`src/rtl/uart_receiver.sv`:
```
`default_nettype none
//------------------------------------------------------------------------------
// +--------------------------------------------------------------------------+
// | Module      : uart_receiver                                              |
// | Description : 8N1 UART receiver (1 start, 8 data LSB first, 1 stop).     |
// |               Synchronises the asynchronous rx_pin, oversamples it with  |
// |               an internal tick generator and delivers each byte on a     |
// |               valid/ready handshake with framing and overrun flags.      |
// | Revision    : 1.0  - initial release                                     |
// +--------------------------------------------------------------------------+
//
// Parameters
//   CLOCK_FREQ  system clock frequency in Hz
//   BAUD_RATE   line bit rate
//   OVERSAMPLE  ticks per bit period (even, >= 8)
//
// Ports
//   clk          in   1  system clock, rising edge
//   rst          in   1  synchronous active-high reset
//   rx_pin       in   1  asynchronous serial line, idles high
//   rx_data      out  8  received byte, stable while rx_valid=1
//   rx_valid     out  1  byte available, held until accepted
//   rx_ready     in   1  consumer accepts on rx_valid & rx_ready
//   frame_err    out  1  one-cycle pulse: stop bit sampled low
//   overrun_err  out  1  one-cycle pulse: byte completed while the
//                        previous one was still unaccepted
//------------------------------------------------------------------------------
module uart_receiver #(
   parameter int CLOCK_FREQ = 50_000_000,
   parameter int BAUD_RATE  = 9600,
   parameter int OVERSAMPLE = 16
) (
   input  logic       clk,
   input  logic       rst,
   input  logic       rx_pin,
   output logic [7:0] rx_data,
   output logic       rx_valid,
   input  logic       rx_ready,
   output logic       frame_err,
   output logic       overrun_err
);

   //---------------------------------------------------------------------------
   // Constants
   //---------------------------------------------------------------------------
   // Clock cycles per oversample tick (integer floor).
   localparam int c_DIV_RAW = CLOCK_FREQ / (BAUD_RATE * OVERSAMPLE);
   localparam int c_DIV     = (c_DIV_RAW < 1) ? 1 : c_DIV_RAW;
   localparam int c_TW      = (c_DIV > 1) ? $clog2(c_DIV) : 1;
   localparam int c_SW      = $clog2(OVERSAMPLE);

   localparam logic [c_TW-1:0] c_TICK_LAST = c_TW'(c_DIV - 1);
   localparam logic [c_SW-1:0] c_S_HALF    = c_SW'(OVERSAMPLE / 2 - 1);
   localparam logic [c_SW-1:0] c_S_LAST    = c_SW'(OVERSAMPLE - 1);

   localparam logic [1:0] c_ST_IDLE  = 2'd0;
   localparam logic [1:0] c_ST_START = 2'd1;
   localparam logic [1:0] c_ST_DATA  = 2'd2;
   localparam logic [1:0] c_ST_STOP  = 2'd3;

   //---------------------------------------------------------------------------
   // Declarations
   //---------------------------------------------------------------------------
   logic            r_sync1;
   logic            r_rx_s;
   logic            r_rx_prev;

   logic [c_TW-1:0] r_tick_cnt;
   logic [c_SW-1:0] r_s_cnt;
   logic [2:0]      r_b_cnt;
   logic [7:0]      r_shift;

   logic [1:0]      r_state;
   logic [1:0]      w_state_next;

   logic            w_tick;
   logic            w_start_edge;
   logic            w_s_half;
   logic            w_s_last;

   logic            w_arm;        // start edge accepted in IDLE
   logic            w_start_ok;   // start bit confirmed low at its midpoint
   logic            w_shift;      // sample a data bit
   logic            w_complete;   // stop bit good, byte ready to deliver
   logic            w_frame_bad;  // stop bit sampled low

   //---------------------------------------------------------------------------
   // Input synchroniser and edge detection
   //---------------------------------------------------------------------------
   // All three flops reset high so that reset itself never looks like a
   // falling edge on an idle line.
   always_ff @(posedge clk) begin
      if (rst) begin
         r_sync1   <= 1'b1;
         r_rx_s    <= 1'b1;
         r_rx_prev <= 1'b1;
      end else begin
         r_sync1   <= rx_pin;
         r_rx_s    <= r_sync1;
         r_rx_prev <= r_rx_s;
      end
   end

   // Requiring rx_prev=1 means a line stuck low never re-arms the receiver.
   assign w_start_edge = r_rx_prev & ~r_rx_s;

   //---------------------------------------------------------------------------
   // Oversample tick generator
   //---------------------------------------------------------------------------
   assign w_tick = (r_tick_cnt == c_TICK_LAST);

   // Restarting the divider on the start edge aligns every later tick to the
   // edge, so tick k lands exactly k*DIV cycles after edge detection.
   always_ff @(posedge clk) begin
      if (rst || w_arm || w_tick) begin
         r_tick_cnt <= '0;
      end else begin
         r_tick_cnt <= r_tick_cnt + 1'b1;
      end
   end

   assign w_s_half = (r_s_cnt == c_S_HALF);
   assign w_s_last = (r_s_cnt == c_S_LAST);

   //---------------------------------------------------------------------------
   // FSM: state register
   //---------------------------------------------------------------------------
   always_ff @(posedge clk) begin
      if (rst) begin
         r_state <= c_ST_IDLE;
      end else begin
         r_state <= w_state_next;
      end
   end

   //---------------------------------------------------------------------------
   // FSM: next-state logic
   //---------------------------------------------------------------------------
   always_comb begin
      w_state_next = r_state;
      case (r_state)
         c_ST_IDLE: begin
            if (w_start_edge) begin
               w_state_next = c_ST_START;
            end
         end
         c_ST_START: begin
            // A start bit that is high again at its midpoint is a glitch.
            if (w_tick && w_s_half) begin
               w_state_next = r_rx_s ? c_ST_IDLE : c_ST_DATA;
            end
         end
         c_ST_DATA: begin
            if (w_tick && w_s_last && (r_b_cnt == 3'd7)) begin
               w_state_next = c_ST_STOP;
            end
         end
         c_ST_STOP: begin
            // Leaving at the stop-bit midpoint leaves half a bit of margin
            // to catch a start bit that follows with no idle gap.
            if (w_tick && w_s_last) begin
               w_state_next = c_ST_IDLE;
            end
         end
         default: begin
            w_state_next = c_ST_IDLE;
         end
      endcase
   end

   //---------------------------------------------------------------------------
   // FSM: output (control strobe) logic
   //---------------------------------------------------------------------------
   always_comb begin
      w_arm       = 1'b0;
      w_start_ok  = 1'b0;
      w_shift     = 1'b0;
      w_complete  = 1'b0;
      w_frame_bad = 1'b0;
      case (r_state)
         c_ST_IDLE: begin
            w_arm = w_start_edge;
         end
         c_ST_START: begin
            w_start_ok = w_tick & w_s_half & ~r_rx_s;
         end
         c_ST_DATA: begin
            w_shift = w_tick & w_s_last;
         end
         c_ST_STOP: begin
            w_complete  = w_tick & w_s_last &  r_rx_s;
            w_frame_bad = w_tick & w_s_last & ~r_rx_s;
         end
         default: begin
            w_arm = 1'b0;
         end
      endcase
   end

   //---------------------------------------------------------------------------
   // Sample counter, bit counter and shift register
   //---------------------------------------------------------------------------
   // s_cnt is cleared at the start edge and again at the start-bit midpoint,
   // so every data/stop sample falls a whole bit period after the previous
   // midpoint.
   always_ff @(posedge clk) begin
      if (rst) begin
         r_s_cnt <= '0;
      end else if (w_arm || w_start_ok || w_shift) begin
         r_s_cnt <= '0;
      end else if (w_tick && (r_state != c_ST_IDLE)) begin
         r_s_cnt <= r_s_cnt + 1'b1;
      end
   end

   always_ff @(posedge clk) begin
      if (rst) begin
         r_b_cnt <= 3'd0;
      end else if (w_start_ok) begin
         r_b_cnt <= 3'd0;
      end else if (w_shift) begin
         r_b_cnt <= r_b_cnt + 3'd1;
      end
   end

   // LSB arrives first, so shifting right with new bits entering at the MSB
   // leaves bit 0 in position 0 after eight shifts.
   always_ff @(posedge clk) begin
      if (rst) begin
         r_shift <= 8'h00;
      end else if (w_shift) begin
         r_shift <= {r_rx_s, r_shift[7:1]};
      end
   end

   //---------------------------------------------------------------------------
   // Output register and handshake
   //---------------------------------------------------------------------------
   // A completion that coincides with a handshake replaces the accepted byte
   // directly; a completion while the old byte is still pending drops the new
   // byte and reports an overrun.
   always_ff @(posedge clk) begin
      if (rst) begin
         rx_data     <= 8'h00;
         rx_valid    <= 1'b0;
         frame_err   <= 1'b0;
         overrun_err <= 1'b0;
      end else begin
         frame_err   <= w_frame_bad;
         overrun_err <= w_complete & rx_valid & ~rx_ready;
         if (w_complete && (!rx_valid || rx_ready)) begin
            rx_data  <= r_shift;
            rx_valid <= 1'b1;
         end else if (rx_valid && rx_ready) begin
            rx_valid <= 1'b0;
         end
      end
   end

endmodule
`default_nettype wire

```
`config.mk`:
```
export PLATFORM = sky130hd
export DESIGN_NAME = uart_receiver
export DESIGN_NICKNAME = d
export VERILOG_FILES = /design/src/rtl/uart_receiver.sv
export SDC_FILE = /design/constraint.sdc
export NUM_CORES = 1
export LEC_CHECK = 0
export CAP_MARGIN = 15
export CORE_MARGIN = 10
export CORE_UTILIZATION = 30
export CTS_CLUSTER_DIAMETER = 40
export CTS_CLUSTER_SIZE = 25
export DETAILED_ROUTE_END_ITERATION = 16
export PLACE_DENSITY = 0.47
export SETUP_SLACK_MARGIN = 0.2
export SYNTH_ARGS = -nofsm -noshare
export SYNTH_HDL_FRONTEND = slang
export SYNTH_SLANG_ARGS = --single-unit
```
`constraint.sdc`:
```
create_clock -name clk -period 2.3 [get_ports clk]
set_input_delay 0.46 -clock clk [delete_from_list [all_inputs] [get_ports clk]]
set_output_delay 0.46 -clock clk [all_outputs]
set_load 0.01 [all_outputs]
```
==> qor.csv <==
stage,metric,value,unit
outcome,status,"complete, no violations",
finish,area_growth,19.1,%
timing,slew_viol_final,0,
timing,rsz0062_at_grt,false,
detailed_routing,num_vias,1230,
critical_path,r2r_slack,0.35,ns
finish,seqCellArea,801,µm²
synthesis,ys.flop_type,dfxtp_1,
place,place_area,1880,µm²
clock_network,clock_latency,0.29,ns
critical_path,crit_path_max_fanout,10,
global_route,grt_pass1_vias,1212,
clock_network,clkTransAtPathRegs,0.08,ns
timing,max_slew_margin,69.4,%
clock_network,clkSinkCount,40,
detailed_routing,wl_per_cell,12.3,µm
die,start_util,30.6,%
global_route,grt_max_degree,17,
critical_path,rr_endpoint,frame_err,
die,core_area,5440,µm²
detailed_routing,wirelength,3.29,mm
synthesis,synth_largest_area_cell,dfxtp_1,
clock_network,cts_root_buf,clkbuf_8,
finish,multi_input_area,802,µm²
finish,drive_above_1_share,11.3,%
die,rows,27,
timing,period_needed,1.95,ns
timing,tightestPinTransition,0.456,ns
finish,final_common_cell,dfxtp_1,
synthesis,synth-seq-cells,40,
synthesis,synth_cell_type_count,37,
die,die_width,94.5,µm
hold_path,min_from,r_sync1,
timing,fin_skew,0.0103,ns
finish,fillCellCount,546,
synthesis,synth_edf_count,0,
detailed_routing,drt_iter0_markers,68,
finish,layout.cells.most_common_list,"dfxtp_1 (40), nor2_1 (29), clkdlybuf4s50_1 (14)",
critical_path,required,2.48,ns
synthesis,syn-num-nets,189,
clock_network,cts_setup_buffers,0,
hold_path,hold_end,r_rx_s,
timing,fmax,512,MHz
die,dieArea,8940,µm²
synthesis,syn_inst,180,
synthesis,synth_seq_area_share,48.0,%
flow_run,max_cap_viol_count,0,
synthesis,synth-warning-count,0,
detailed_routing,route.detailed.drc,0,
clock_network,clockBufferDepth,2,
hold_path,holdPathStages,1,
critical_path,reg2regPathDepth,5,
finish,fin_util,36.5,%
power_and_ir_drop,power.leakage,0.686,nW
critical_path,r2r-start,r_tick_cnt[0],
die,ioPinCount,15,
global_route,grt-ovfl-total,0,
finish,postLayoutCellArea,1990,µm²
timing,fin_setup_tns,0,ns
synthesis,synth_area_leaders,"dfxtp_1 (48%), mux2i_1 (6.6%), nor2_1 (6.5%)",
timing,setup_viol,0,
clock_network,cts-buffers-inserted,5,
power_and_ir_drop,max-vdd-ir-drop,332,µV
global_route,grt_pass1_wl,5.67,mm
critical_path,cp-end-kind,register,
place,hpwl,2.46,mm
clock_network,cts_tree,yes,
die,die_h,94.5,µm
clock_network,h-tree-depth,2,
critical_path,crit_type,register to register,
global_route,grt_use_total,7.92,%
timing,finalCritPeriodShare,84.9,%
detailed_routing,vias_per_cell,4.61,
global_route,antenna_found_initial,0,
synthesis,synth.top_cell.area_share,48.0,%
detailed_routing,ant_nets,0,
place,place.gp.congestion,0.771,
synthesis,async_flop_share,0,%
timing,hold_violations,0,
finish,n_antenna_cell,0,
finish,num-nets-final,203,
synthesis,netlist_area,1670,µm²
synthesis,syn_area_per_cell,9.26,µm²
place,port_buffers,14,
hold_path,min_path_type,register to register,
critical_path,crit_arrival,2.13,ns
critical_path,start_kind,register,
power_and_ir_drop,power.density,614,nW/µm²
clock_network,hold_buffers,0,
detailed_routing,dr.pass1.iters,4,
cells by family after synthesis:
group / synth area share [%]
fa+ha+maj: 3.75
flops: 48.0
buf+inv: 4.73
mux: 6.61
xor+xnor: 6.31
compound gates: 9.01
simple gates: 21.5
repair_timing:
| action | 4_1_cts | 5_1_grt |
|---|---|---|
| resized for setup | 1 | 2 |
| endpoints found under the setup margin | 1 | 9 |
| pin swaps | 0 | 0 |
| cloned | 0 | 0 |
per-layer routing:
| metal | track usage, % | part of all wire [%] |
|---|---|---|
| met4 | 3.37 | 0.82 |
| met2 | 11.6 | 44 |
| met1 | 9.96 | 50 |
| met3 | 3.33 | 5.1 |
| met5 | 0 | 0 |
area by class of cell:
type                            count  share of cell area [%]
Inverter                            6                    1.13
Clock inverter                      3                    1.20
Tap cell                           72                    4.54
Timing Repair Buffer               19                    8.95
Clock buffer                        5                    3.47
Multi-Input combinational cell    122                    40.4
Sequential cell                    40                    40.3
metrics by stage:
stage          total power, W  setup slack, ns  hold WS, ns  instances
2_1_floorplan        0.000751            0.419        0.389        180
3_3_place_gp         0.000766            0.252        0.393        259
3_5_place_dp         0.000767            0.209        0.397        259
4_1_cts               0.00124            0.272        0.418        267
5_1_grt               0.00128            0.238        0.451        267
6_report              0.00122            0.347        0.415        267
state kept, by name, indices dropped and copies added (netlist names), named ones only:
signal / count
r_rx_s: 1
rx_data: 8
r_s_cnt: 4
overrun_err: 1
r_tick_cnt: 9
r_rx_prev: 1
r_shift: 8
r_sync1: 1
rx_valid: 1
frame_err: 1
r_b_cnt: 3
r_state: 1
Yosys cell counts (2+ instances only):
| cell type | count |
|---|---|
| or2_2 | 2 |
| nand3_1 | 13 |
| clkbuf_1 | 8 |
| nand2_1 | 6 |
| nor3_1 | 2 |
| o21ai_0 | 6 |
| nor4b_1 | 2 |
| a311oi_1 | 2 |
| nor2_1 | 29 |
| xor2_1 | 3 |
| a21oi_1 | 10 |
| inv_1 | 6 |
| a31oi_1 | 2 |
| o21ai_1 | 3 |
| buf_2 | 3 |
| mux2i_1 | 11 |
| ha_1 | 5 |
| dfxtp_1 | 40 |
| xnor2_1 | 9 |
how the worst max path moves through the flow:
stage / to / from
floorplan: r_shift[2] / r_tick_cnt[7]
global placement: frame_err / r_tick_cnt[7]
detailed placement: frame_err / r_tick_cnt[7]
CTS: r_b_cnt[1] / r_tick_cnt[7]
global route: frame_err / r_tick_cnt[0]
finish: frame_err / r_tick_cnt[0]
worst max-delay path, stage by stage, from the launching register on:
cell      delay (ns)
dfxtp_1         0.34
inv_1           0.06
ha_1            0.14
nand4b_1        0.38
or3_4           0.59
nor4_2          0.34
power by group:
group / leakage (nW) / internal [W] / switching [W]
clock network: 0.0404 / 0.000215 / 0.000255
logic: 0.322 / 0.0000195 / 0.0000227
registers: 0.323 / 0.000700 / 0.00000747
total: 0.686 / 0.000934 / 0.000286
(Power assumes the default switching activity.)
==> variant 1 (same settings) <==
Set the parameter `BAUD_RATE` to 19200 (it was 9600).
--- a/src/rtl/uart_receiver.sv
+++ b/src/rtl/uart_receiver.sv
@@ -29,3 +29,3 @@
    parameter int CLOCK_FREQ = 50_000_000,
-   parameter int BAUD_RATE  = 9600,
+   parameter int BAUD_RATE  = 19200,
    parameter int OVERSAMPLE = 16
Function: no difference found for any inputs over 10 cycles, from zero or initial values and one cycle with rst high; that may be too few to reach the edited logic, so the function may still have changed.
==> variant 1 against the unedited design <==
- fmax is 9.8% higher
- design area is 0.13% lower
- sequential cell count shrank 1
- power increased by 6.5%
- worst setup slack improved by 0.17 ns
- sequential share of layout area fell by 0.96 points
- combinational power shrank 9.5%
- routed wire length decreased by 1.7%
- global-route usage is 0.21 points lower
- synthesized area is essentially flat
- first-iteration DRC count increased by 2.9%
- die area hardly changed
- worst hold slack lost 0.0017 ns
==> variant 1: results (changes against the unedited design) <==
| Metric | Value |
|---|---|
| Fill cells | `555 (+1.6%)` |
| Hold Slack | `0.4130 ns (-0.001713 ns)` |
| GR Util met1 | `9.449% (-0.51 points)` |
| Crit-path max cell delay | `0.42 ns (-0.17 ns)` |
| Initial antenna violation count | `0 (unchanged)` |
| Xor/xnor share of the synthesized area | `5.251% (-1.1 points)` |
| Most frequent cells after synthesis | `dfxtp_1, nor2_1, nand3_1` |
| Vias in the first global route | `1215 (+0.25%)` |
| WL final | `3230 um (-1.7%)` |
| Post-DP HPWL | `2428 um (-1.1%)` |
| Adder-Cell Fraction of Synth Area | `3.751% (about the same)` |
| Peak supply drop | `270.1 uV (-19%)` |
| Met2 Track Usage GR | `12.36% (+0.74 points)` |
| Met3 wire len | `99 um (-41%)` |
| Post-synthesis sequential area ratio | `46.81% (-1.2 points)` |
| Outcome | `finished, final reports clean` |
| Routed met1 length | `1562 um (-4.8%)` |
| Largest registers | `r_shift: 8 flops, r_tick_cnt: 8 flops, rx_data: 8 flops` |
| M3 GR Usage | `2.617% (-0.71 points)` |
| Worst reg2reg path depth | `6 (+1)` |
| Crit path arrival time | `1.96 ns (-0.17 ns)` |
| Slew margin rel. | `71.79% (+2.4 points)` |
| Syn Nets | `188 (-0.53%)` |
| Iter 0 DRT Violations | `70 (+2.9%)` |
| Dpl cell area | `0.001871 mm2 (-0.40%)` |
| Share of cells above drive strength 1 | `9.794% (-1.5 points)` |
| HP Class | `flop to flop` |
| Vias | `1260 (+2.4%)` |
| Synth unique cells | `34 (-8.1%)` |
| Lkg Pwr | `0.8424 nW (+23%)` |
| Reg-to-reg slack, setup | `0.52 ns (+0.17 ns)` |
| Mux contribution to synthesized area | `6.677% (+0.070 points)` |
| DR WL met2 | `1534 um (+5.9%)` |
| Top Layer Used | `met4` |
| Post-cts resize count | `0 (-1)` |
| Layout Nets | `202 (-0.49%)` |
| GR Util All Layers | `7.707% (-0.21 points)` |
| Reg-to-reg critical path endpoint | `rx_data[5]` |
| Final Skew | `0.007963 ns (-0.002341 ns)` |
| Largest net degree at the start of global routing | `19 (+2)` |
| CP startpoint | `r_tick_cnt[0]` |
| Post-synthesis compound-gate area fraction | `8.627% (-0.38 points)` |
| Crit path max-delay cell type | `dfxtp_1` |
| RePlAce Congestion | `0.7634 (-1.0%)` |
| Level count of the clock H-tree | `2 (unchanged)` |
| Min-delay src | `r_sync1` |
| Synth area leaders | `dfxtp_1, mux2i_1, nor2_1` |
==> variant 1: power by group <==
group,total (mW),switching [mW],internal [mW]
Combinational,0.0383,0.0204,0.0179
Sequential,0.693,0.0101,0.683
Clock,0.568,0.245,0.323
Total,1.30,0.275,1.02
==> variant 1: worst max-delay path by stage <==
stage | endpoint | slack, ns | cells past startpoint
4_1_cts | r_shift[5] | 0.53 | 7
2_1_floorplan | r_state[0] | 0.73 | 6
5_1_grt | rx_data[4] | 0.23 | 6
6_report | rx_data[5] | 0.52 | 6
3_5_place_dp | rx_data[4] | 0.51 | 5
3_3_place_gp | rx_data[7] | 0.55 | 5
==> variant 1: logic make-up (layout without fill, tap and decap cells) <==
logic type	count (synthesis)	after routing
buf+inv	13	28
simple gates	76	76
flops	39	39
xor+xnor	10	10
fa+ha+maj	5	5
compound gates	25	25
mux	11	11
==> variant 1: through the flow <==
stage / setup slack, ns / instances / utilization (%)
2_1_floorplan: 0.7255 / 179 / -
3_3_place_gp: 0.5505 / 258 / 34.39
3_5_place_dp: 0.5137 / 258 / 34.39
4_1_cts: 0.5279 / 266 / 36.46
5_1_grt: 0.2336 / 266 / 36.46
6_report: 0.5213 / 266 / 36.46
==> variant 1: cell type report <==
class / instances / area, um2 / area share [%]
clock buffer: 5 / 68.82 / 3.470
clock inverter: 3 / 43.79 / 2.208
inverter: 2 / 7.507 / 0.3785
multi-input combinational: 127 / 822.0 / 41.45
sequential: 39 / 780.7 / 39.37
tap: 72 / 90.09 / 4.543
timing repair buffer: 18 / 170.2 / 8.580
==> variant 2 (same settings) <==
Made on the original files. Remove the register `overrun_err`: a continuous assignment takes its place, so the output `overrun_err` follows one clock earlier. Comments in the files are not updated.
--- a/src/rtl/uart_receiver.sv
+++ b/src/rtl/uart_receiver.sv
@@ -246,6 +246,4 @@
          frame_err   <= 1'b0;
-         overrun_err <= 1'b0;
       end else begin
          frame_err   <= w_frame_bad;
-         overrun_err <= w_complete & rx_valid & ~rx_ready;
          if (w_complete && (!rx_valid || rx_ready)) begin
@@ -259,2 +257,4 @@
 
+   assign overrun_err = w_complete & rx_valid & ~rx_ready;
+
 endmodule
Formal check against the unedited RTL: no difference found for any inputs over 10 cycles, from zero or initial values and one cycle with rst high; that may be too few to reach the edited logic, so the function may still have changed.
==> variant 2 against the unedited design <==
- power grew 15%
- via count up 3.9%
- sequential cell count is 1 lower
- cell count up 0.75%
- design area is 2.8% higher
- routed wire length is 2.3% lower
- worst setup slack lost 0.11 ns
- combinational power fell by 2%
- synthesized area is 1.5% lower
- critical path type is now flop to primary output
- critical endpoint is now overrun_err
- largest power group unchanged
==> variant 2: results (changes against the unedited design) <==
| Metric | Value |
|---|---|
| DR WL met2 | `1573 um (+8.6%)` |
| Syn Nets | `187 (-1.1%)` |
| Post-synthesis compound-gate area fraction | `9.909% (+0.90 points)` |
| Post-DP HPWL | `2309 um (-6.0%)` |
| Met2 Track Usage GR | `13.42% (+1.8 points)` |
| Largest net degree at the start of global routing | `23 (+6)` |
| GR Util met1 | `8.977% (-0.98 points)` |
| Hold Slack | `0.4231 ns (+0.008395 ns)` |
| Outcome | `finished, final reports clean` |
| Worst-margin pin slew | `0.6334 ns (+0.1773 ns)` |
| M3 GR Usage | `3.197% (-0.13 points)` |
| Via/cell ratio | `4.751 (+3.1%)` |
| Iter 0 DRT Violations | `56 (-18%)` |
| Lkg Pwr | `0.7175 nW (+4.6%)` |
| Adder-Cell Fraction of Synth Area | `3.811% (+0.057 points)` |
| WL final | `3209 um (-2.3%)` |
| WS Path Type | `flop to primary output` |
| Share of cells above drive strength 1 | `14.57% (+3.3 points)` |
| Mux contribution to synthesized area | `6.707% (+0.10 points)` |
| Crit path max-delay cell type | `or4b_4` |
| RePlAce Congestion | `0.8109 (+5.1%)` |
| Most frequent cells after synthesis | `dfxtp_1, nor2_1, nand3_1` |
| Reg-to-reg critical path endpoint | `r_s_cnt[0]` |
| Synth area leaders | `dfxtp_1, mux2i_1, nor2_1` |
| Reg2reg start | `r_tick_cnt[7]` |
| Crit path arrival time | `1.60 ns (-0.53 ns)` |
| Final Skew | `0.009813 ns (-0.0004912 ns)` |
| Xor/xnor share of the synthesized area | `6.402% (+0.096 points)` |
| Vias in the first global route | `1300 (+7.3%)` |
| Crit-path max cell delay | `0.55 ns (-0.04 ns)` |
| CP max FO | `2 (-8)` |
| Peak supply drop | `230.5 uV (-31%)` |
| GR Util All Layers | `8.123% (+0.20 points)` |
| Reg-to-reg slack, setup | `0.27 ns (-0.08 ns)` |
| Routed met1 length | `1416 um (-14%)` |
[variant 2: power by group]
part | switching (mW) | internal, mW | total, mW
combinational | 0.0232 | 0.0183 | 0.0415
clock | 0.239 | 0.433 | 0.671
sequential | 0.00699 | 0.682 | 0.689
[variant 2: metrics by stage]
stage                     setup slack [ns]  power [mW]  cells  area (um2)  util [%]
after floorplan                     0.2004      0.7320    178        1650         -
final                               0.2392       1.402    269        2042     39.23
after global placement             0.02157      0.7451    261        1903     36.56
after detailed placement           0.02162      0.7466    261        1903     36.56
after global routing                0.1020       1.478    269        2042     39.23
after CTS                           0.2075       1.427    269        2042     39.23
[variant 2: cell type report]
cell class                 count  area (um2)
timing repair buffer          25       217.7
tap                           70       87.58
multi-input combinational    122       800.8
clock buffer                   5       68.82
fill                         535        3163
inverter                       5       18.77
sequential                    39       780.7
clock inverter                 3       67.56
[variant 2: what timing repair did]
item                       in CTS  in global routing
gates resized for setup         6                  0
pin swaps                       1                  0
setup endpoints to repair       5                  3
